File: src/rtl/tour_pkg.sv
// rtl/tour_pkg.sv - shared types and constants for the knight-tour command sequencer
package tour_pkg;

  typedef enum logic [2:0] {
    IDLE,
    VERT,
    WAIT_V,
    HORZ,
    WAIT_H
  } tour_state_e;

  localparam logic [3:0] MOVE         = 4'b0100;
  localparam logic [3:0] MOVE_FANFARE = 4'b0101;

  localparam logic [7:0] N = 8'h00;
  localparam logic [7:0] W = 8'h3F;
  localparam logic [7:0] S = 8'h7F;
  localparam logic [7:0] E = 8'hBF;

  localparam logic [7:0] RESP_ACK  = 8'hA5;
  localparam logic [7:0] RESP_DONE = 8'h5A;

  localparam logic [4:0] LAST_IDX = 5'd23;

  // Square count for a signed knight offset in -2..+2.
  function automatic logic [3:0] offset_mag(input logic signed [2:0] v);
    logic [2:0] m;
    m = v[2] ? 3'(-v) : 3'(v);
    return {1'b0, m};
  endfunction

endpackage

File: src/rtl/tour_cmd_if.sv
// rtl/tour_cmd_if.sv - UART, tour-solver and command-processor signals of tour_cmd
interface tour_cmd_if;

  logic [15:0] cmd_UART;
  logic        cmd_rdy_UART;
  logic        clr_cmd_rdy_UART;
  logic        tour_go;
  logic [7:0]  move;
  logic [4:0]  mv_indx;
  logic [15:0] cmd;
  logic        cmd_rdy;
  logic        clr_cmd_rdy;
  logic        send_resp;
  logic [7:0]  resp;

  modport slave (
    input  cmd_UART, cmd_rdy_UART, tour_go, move, clr_cmd_rdy, send_resp,
    output clr_cmd_rdy_UART, mv_indx, cmd, cmd_rdy, resp
  );

  modport master (
    output cmd_UART, cmd_rdy_UART, tour_go, move, clr_cmd_rdy, send_resp,
    input  clr_cmd_rdy_UART, mv_indx, cmd, cmd_rdy, resp
  );

endinterface

File: src/rtl/tour_move_decode.sv
// rtl/tour_move_decode.sv - one-hot knight move to vertical and horizontal commands
module tour_move_decode
  import tour_pkg::*;
(
  input  logic [7:0]  move_i,
  output logic [15:0] vert_cmd_o,
  output logic [15:0] horz_cmd_o
);

  logic signed [2:0] dy;
  logic signed [2:0] dx;

  // Lowest set bit wins when the solver hands over more than one bit.
  always_comb begin
    dy = 3'sd0;
    dx = 3'sd0;
    casez (move_i)
      8'b???????1: begin dy =  3'sd2; dx =  3'sd1; end
      8'b??????10: begin dy =  3'sd2; dx = -3'sd1; end
      8'b?????100: begin dy =  3'sd1; dx = -3'sd2; end
      8'b????1000: begin dy = -3'sd1; dx = -3'sd2; end
      8'b???10000: begin dy = -3'sd2; dx = -3'sd1; end
      8'b??100000: begin dy = -3'sd2; dx =  3'sd1; end
      8'b?1000000: begin dy = -3'sd1; dx =  3'sd2; end
      8'b10000000: begin dy =  3'sd1; dx =  3'sd2; end
      default:     begin dy =  3'sd0; dx =  3'sd0; end
    endcase
  end

  assign vert_cmd_o = {MOVE, (dy[2] ? S : N), offset_mag(dy)};
  assign horz_cmd_o = {MOVE_FANFARE, (dx[2] ? W : E), offset_mag(dx)};

endmodule

File: src/rtl/tour_cmd.sv
// rtl/tour_cmd.sv - sequences 24 knight moves into vertical/horizontal commands, else passes UART commands through
module tour_cmd
  import tour_pkg::*;
(
  input  logic       clk,
  input  logic       rst,
  tour_cmd_if.slave  bus
);

  tour_state_e state_q, state_d;
  logic [4:0]  mv_indx_q, mv_indx_d;
  logic [7:0]  move_q, move_d;

  logic [15:0] vert_cmd;
  logic [15:0] horz_cmd;

  logic [15:0] cmd;
  logic        cmd_rdy;
  logic        clr_cmd_rdy_UART;
  logic [7:0]  resp;

  tour_move_decode u_decode (
    .move_i     (move_q),
    .vert_cmd_o (vert_cmd),
    .horz_cmd_o (horz_cmd)
  );

  always_ff @(posedge clk) begin
    if (rst) begin
      state_q   <= IDLE;
      mv_indx_q <= 5'd0;
      move_q    <= 8'h00;
    end else begin
      state_q   <= state_d;
      mv_indx_q <= mv_indx_d;
      move_q    <= move_d;
    end
  end

  // The move is captured on every transition into VERT so cmd stays put while it is offered.
  always_comb begin
    state_d   = state_q;
    mv_indx_d = mv_indx_q;
    move_d    = move_q;
    case (state_q)
      IDLE: begin
        if (bus.tour_go) begin
          state_d   = VERT;
          mv_indx_d = 5'd0;
          move_d    = bus.move;
        end
      end
      VERT: begin
        if (bus.clr_cmd_rdy) state_d = WAIT_V;
      end
      WAIT_V: begin
        if (bus.send_resp) state_d = HORZ;
      end
      HORZ: begin
        if (bus.clr_cmd_rdy) state_d = WAIT_H;
      end
      WAIT_H: begin
        if (bus.send_resp) begin
          if (mv_indx_q == LAST_IDX) begin
            state_d = IDLE;
          end else begin
            state_d   = VERT;
            mv_indx_d = mv_indx_q + 5'd1;
            move_d    = bus.move;
          end
        end
      end
      default: state_d = IDLE;
    endcase
  end

  always_comb begin
    cmd              = vert_cmd;
    cmd_rdy          = 1'b0;
    clr_cmd_rdy_UART = 1'b0;
    resp             = RESP_ACK;
    case (state_q)
      IDLE: begin
        cmd              = bus.cmd_UART;
        cmd_rdy          = bus.cmd_rdy_UART;
        clr_cmd_rdy_UART = bus.clr_cmd_rdy;
        resp             = RESP_DONE;
      end
      VERT: begin
        cmd_rdy = 1'b1;
      end
      WAIT_V: begin
        cmd_rdy = 1'b0;
      end
      HORZ: begin
        cmd     = horz_cmd;
        cmd_rdy = 1'b1;
      end
      WAIT_H: begin
        cmd = horz_cmd;
        if (mv_indx_q == LAST_IDX) resp = RESP_DONE;
      end
      default: begin
        cmd_rdy = 1'b0;
      end
    endcase
  end

  assign bus.cmd              = cmd;
  assign bus.cmd_rdy          = cmd_rdy;
  assign bus.clr_cmd_rdy_UART = clr_cmd_rdy_UART;
  assign bus.resp             = resp;
  assign bus.mv_indx          = mv_indx_q;

endmodule

File: src/flat_wrapper.sv
// flat-port wrapper written by rule: the top's interface ports become plain ports
module tour_cmd_flat import tour_pkg::*;
  (clk, rst, bus_cmd_UART, bus_cmd_rdy_UART, bus_tour_go, bus_move, bus_clr_cmd_rdy, bus_send_resp, bus_clr_cmd_rdy_UART, bus_mv_indx, bus_cmd, bus_cmd_rdy, bus_resp);
  tour_cmd_if bus_i ();
  input  logic clk;
  input  logic rst;
  input wire logic [$bits(bus_i.cmd_UART)-1:0] bus_cmd_UART;
  input wire logic [$bits(bus_i.cmd_rdy_UART)-1:0] bus_cmd_rdy_UART;
  input wire logic [$bits(bus_i.tour_go)-1:0] bus_tour_go;
  input wire logic [$bits(bus_i.move)-1:0] bus_move;
  input wire logic [$bits(bus_i.clr_cmd_rdy)-1:0] bus_clr_cmd_rdy;
  input wire logic [$bits(bus_i.send_resp)-1:0] bus_send_resp;
  output wire logic [$bits(bus_i.clr_cmd_rdy_UART)-1:0] bus_clr_cmd_rdy_UART;
  output wire logic [$bits(bus_i.mv_indx)-1:0] bus_mv_indx;
  output wire logic [$bits(bus_i.cmd)-1:0] bus_cmd;
  output wire logic [$bits(bus_i.cmd_rdy)-1:0] bus_cmd_rdy;
  output wire logic [$bits(bus_i.resp)-1:0] bus_resp;
  assign bus_i.cmd_UART = bus_cmd_UART;
  assign bus_i.cmd_rdy_UART = bus_cmd_rdy_UART;
  assign bus_i.tour_go = bus_tour_go;
  assign bus_i.move = bus_move;
  assign bus_i.clr_cmd_rdy = bus_clr_cmd_rdy;
  assign bus_i.send_resp = bus_send_resp;
  assign bus_clr_cmd_rdy_UART = bus_i.clr_cmd_rdy_UART;
  assign bus_mv_indx = bus_i.mv_indx;
  assign bus_cmd = bus_i.cmd;
  assign bus_cmd_rdy = bus_i.cmd_rdy;
  assign bus_resp = bus_i.resp;
  tour_cmd u_core (.clk(clk), .rst(rst), .bus(bus_i));
endmodule
File: config.mk
export PLATFORM = sky130hd
export DESIGN_NAME = tour_cmd_flat
export DESIGN_NICKNAME = d
export VERILOG_FILES = /design/src/rtl/tour_pkg.sv /design/src/rtl/tour_cmd_if.sv /design/src/rtl/tour_move_decode.sv /design/src/rtl/tour_cmd.sv /design/src/flat_wrapper.sv
export SDC_FILE = /design/constraint.sdc
export NUM_CORES = 1
export LEC_CHECK = 0
export BUFFER_PORTS_ARGS = -buffer_cell sky130_fd_sc_hd__buf_2
export CAP_MARGIN = 15
export CORE_MARGIN = 1.5
export CORE_UTILIZATION = 38
export CTS_CLUSTER_SIZE = 24
export DETAILED_ROUTE_END_ITERATION = 8
export PLACE_DENSITY = 0.68
export SYNTH_ARGS = -nofsm -noshare
export SYNTH_HDL_FRONTEND = slang
export SYNTH_SLANG_ARGS = --single-unit
File: constraint.sdc
create_clock -name clk -period 2.5 [get_ports clk]
set_clock_uncertainty 0.1 [all_clocks]
set_input_delay 0.25 -clock clk [delete_from_list [all_inputs] [get_ports clk]]
set_output_delay 0.25 -clock clk [all_outputs]
set_load 0.01 [all_outputs]
==> flow_metrics.env <==
export IMPL_status="complete, no violations"
export IMPL_placed_area_sq_um=1540
export IMPL_grt_pass1_vias=1017
export IMPL_die_h_um=60.2
export IMPL_reg2reg_slack_ns=0.61
export IMPL_clk_pin_slew_worst_paths_ns=0.08
export IMPL_ant_nets=0
export IMPL_clk_latency_ns=0.28
export IMPL_grt_max_degree=15
export IMPL_diodes=0
export IMPL_htreeDepth=1
export IMPL_wire_per_inst_um=11.3
export IMPL_slew_headroom=0.673
export IMPL_yosys_top_cells_count="nand2_1 (26), a21oi_1 (16), dfxtp_1 (16), nor2_1 (12), a21o_1 (8)"
export IMPL_whs_ns=0.0891
export IMPL_drc=0
export IMPL_dr_pass1_iters=4
export IMPL_vias_per_cell=5.10
export IMPL_layout_setup_ws_ns=0.0306
export IMPL_finalNetCount=251
export IMPL_overflow=0
export IMPL_clkSinkCount=16
export IMPL_drt_total_wl_mm=2.94
export IMPL_yosysMostFrequentCell="nand2_1"
export IMPL_synth_edff_count=0
export IMPL_nFillCells=329
export IMPL_grt_usage=0.163
export IMPL_cts_tree="built"
export IMPL_p_per_area_nw_per_um2=624
export IMPL_whs_endpoint="u_core.move_q[1]"
export IMPL_ios=61
export IMPL_synthesis_area_sq_um=1240
export IMPL_r2r_start="u_core.state_q[1]"
export IMPL_period_needed_ns=2.47
export IMPL_gp_congestion=0.749
export IMPL_pre_cts_slack_ns=0.265
export IMPL_finalSetupViolCount=0
export IMPL_ys_flop_type="dfxtp_1"
export IMPL_cp_start_kind="register"
export IMPL_ys_seq_elements=16
export IMPL_hold_depth=3
export IMPL_ctsRootBufferMaster="clkbuf_4"
export IMPL_slew_violations=0
export IMPL_drt_iter0_drc=79
export IMPL_yosysWarnings=0
export IMPL_cts_buffer_depth=2
export IMPL_row_count=20
export IMPL_fmax_mhz=405
export IMPL_max_cap_violations=0
export IMPL_period_share=0.988
export IMPL_syn_mean_instance_area_sq_um=7.77
export IMPL_initial_core_util=0.404
export IMPL_cts_buffers=3
export IMPL_yosysSeqAreaShare=0.258
export IMPL_peakVddDrop_uv=236
export IMPL_vias=1325
export IMPL_die_area_sq_um=3620
export IMPL_grt_pass1_wl_mm=4.60
export IMPL_hp_class="in2reg"
export IMPL_antenna_found_initial=0
export IMPL_reg2reg_depth=5
export IMPL_crit_required_ns=2.15
export IMPL_worstHoldStart="bus_move[1]"
export IMPL_drive_gt1_frac=0.417
export IMPL_port_buffers=60
export IMPL_dp_hpwl_mm=2.26
export IMPL_yosys_area_top_type="dfxtp_1"
export IMPL_core_area_sq_um=3080
export IMPL_worst_r2r_endpoint="u_core.bus.mv_indx[1]"
export IMPL_async_flop_share=0
export IMPL_syn_inst=160
export IMPL_synth_top_area_share=0.258
export IMPL_die_w_um=60.2
export IMPL_rsz0062_at_grt="true"
export IMPL_hold_viol=0
export IMPL_power_leakage_nw=0.767
export IMPL_final_area_sq_um=1600
export IMPL_worst_ep_arrival_time_ns=2.12
export IMPL_area_growth_pct=29.1
export IMPL_synthesis_nets=193
export IMPL_worstMarginPinSlew_ns=0.491
export IMPL_yosysUniqueCellTypes=46
export IMPL_worstPathMaxFanout=4
export IMPL_worstSetupPathType="reg2out"
export IMPL_synthTopCellsByArea="dfxtp_1 (26%), nand2_1 (7.9%), a21oi_1 (6.4%)"
export IMPL_cp_end_kind="output port"
export IMPL_final_util=0.521
[registers in the layout, indices dropped and copies added, names as in the netlist]
name                count
u_core.move_q           8
u_core.state_q          3
u_core.bus.mv_indx      5
[placed cells by master (no fill, tap or decap), drive strengths merged, types with 2 or more instances in the layout]
| master | synthesis | final |
|---|---|---|
| nor4 | 2 | 2 |
| dfxtp | 16 | 16 |
| xor2 | 2 | 2 |
| o22ai | 2 | 2 |
| nor3 | 8 | 8 |
| a21o | 8 | 8 |
| a21oi | 16 | 16 |
| buf | 11 | 66 |
| nand4 | 3 | 3 |
| clkbuf | 2 | 3 |
| o21ai | 5 | 5 |
| nor2 | 15 | 15 |
| inv | 5 | 5 |
| a221oi | 2 | 2 |
| xnor2 | 2 | 2 |
| nor2b | 3 | 3 |
| nand2 | 26 | 26 |
| and2 | 5 | 5 |
| a32oi | 2 | 2 |
| a211oi | 3 | 3 |
| o221ai | 2 | 2 |
| ha | 3 | 3 |
| nand3 | 2 | 2 |
[layer usage]
metal	vias up	GRT usage	wire [um]
li1	689	-	-
met1	593	0.227	1420
met2	39	0.262	1340
met3	4	0.0130	147
met4	0	0.0571	31
met5	-	0	0
[critical path, cell delays in order (launching register included)]
cell and delay (ns):
dfxtp_4 0.37, or2_4 0.27, nor3_4 0.20, a21oi_2 0.08
ha_1 0.30, a221oi_2 0.29, a211oi_1 0.07, a2bb2oi_1 0.13
buf_2 0.14
[area by class of cell]
cell class                      instances  area (sq um)  share of cell area
Multi-Input combinational cell        126           833               0.520
Inverter                                5          18.8              0.0117
Timing Repair Buffer                   66           345               0.215
Sequential cell                        16           329               0.205
Tap cell                               44          55.1              0.0343
Clock buffer                            3          22.5              0.0140
[per-stage QoR]
step	power, mW	TNS [ns]	cells
2_1_floorplan	0.711	0	160
6_report	1.00	0	260
5_1_grt	1.08	-0.0860	260
4_1_cts	0.981	0	257
3_3_place_gp	0.842	0	254
3_5_place_dp	0.845	0	254
[report_power, final]
part | internal, mW | switching, mW
registers | 0.276 | 0.0425
clock network | 0.0559 | 0.0743
logic | 0.255 | 0.297
[worst max path at each step]
stage / slack (ns) / startpoint / cells after the start / to
final: 0.03 / u_core.move_q[1] / 8 / bus_cmd[1]
after global routing: -0.09 / u_core.move_q[3] / 8 / bus_cmd[1]
after CTS: 0.001 / u_core.move_q[0] / 8 / bus_cmd[1]
after detailed placement: 0.26 / u_core.move_q[0] / 8 / bus_cmd[1]
after global placement: 0.29 / u_core.move_q[2] / 8 / bus_cmd[1]
after floorplan: 0.41 / u_core.move_q[0] / 7 / bus_cmd[1]
[cells by family after synthesis]
kind of cell | share of synthesized area
DFF | 0.258
buffers and inverters | 0.0826
adders and majority gates | 0.0302
xor gates and xnor gates | 0.0282
AOI/OAI and AO/OA | 0.289
and+or+nand+nor | 0.312
[timing repair]
| item | CTS | global route |
|---|---|---|
| pin swaps | 0 | 8 |
| endpoints found under the hold margin | 0 | 0 |
| setup buffers | 0 | 3 |
| endpoints found under the setup margin | 1 | 1 |
| resized for setup | 4 | 5 |
| hold buffers | 0 | 0 |
Note: power is estimated with default switching activity, not from simulation.
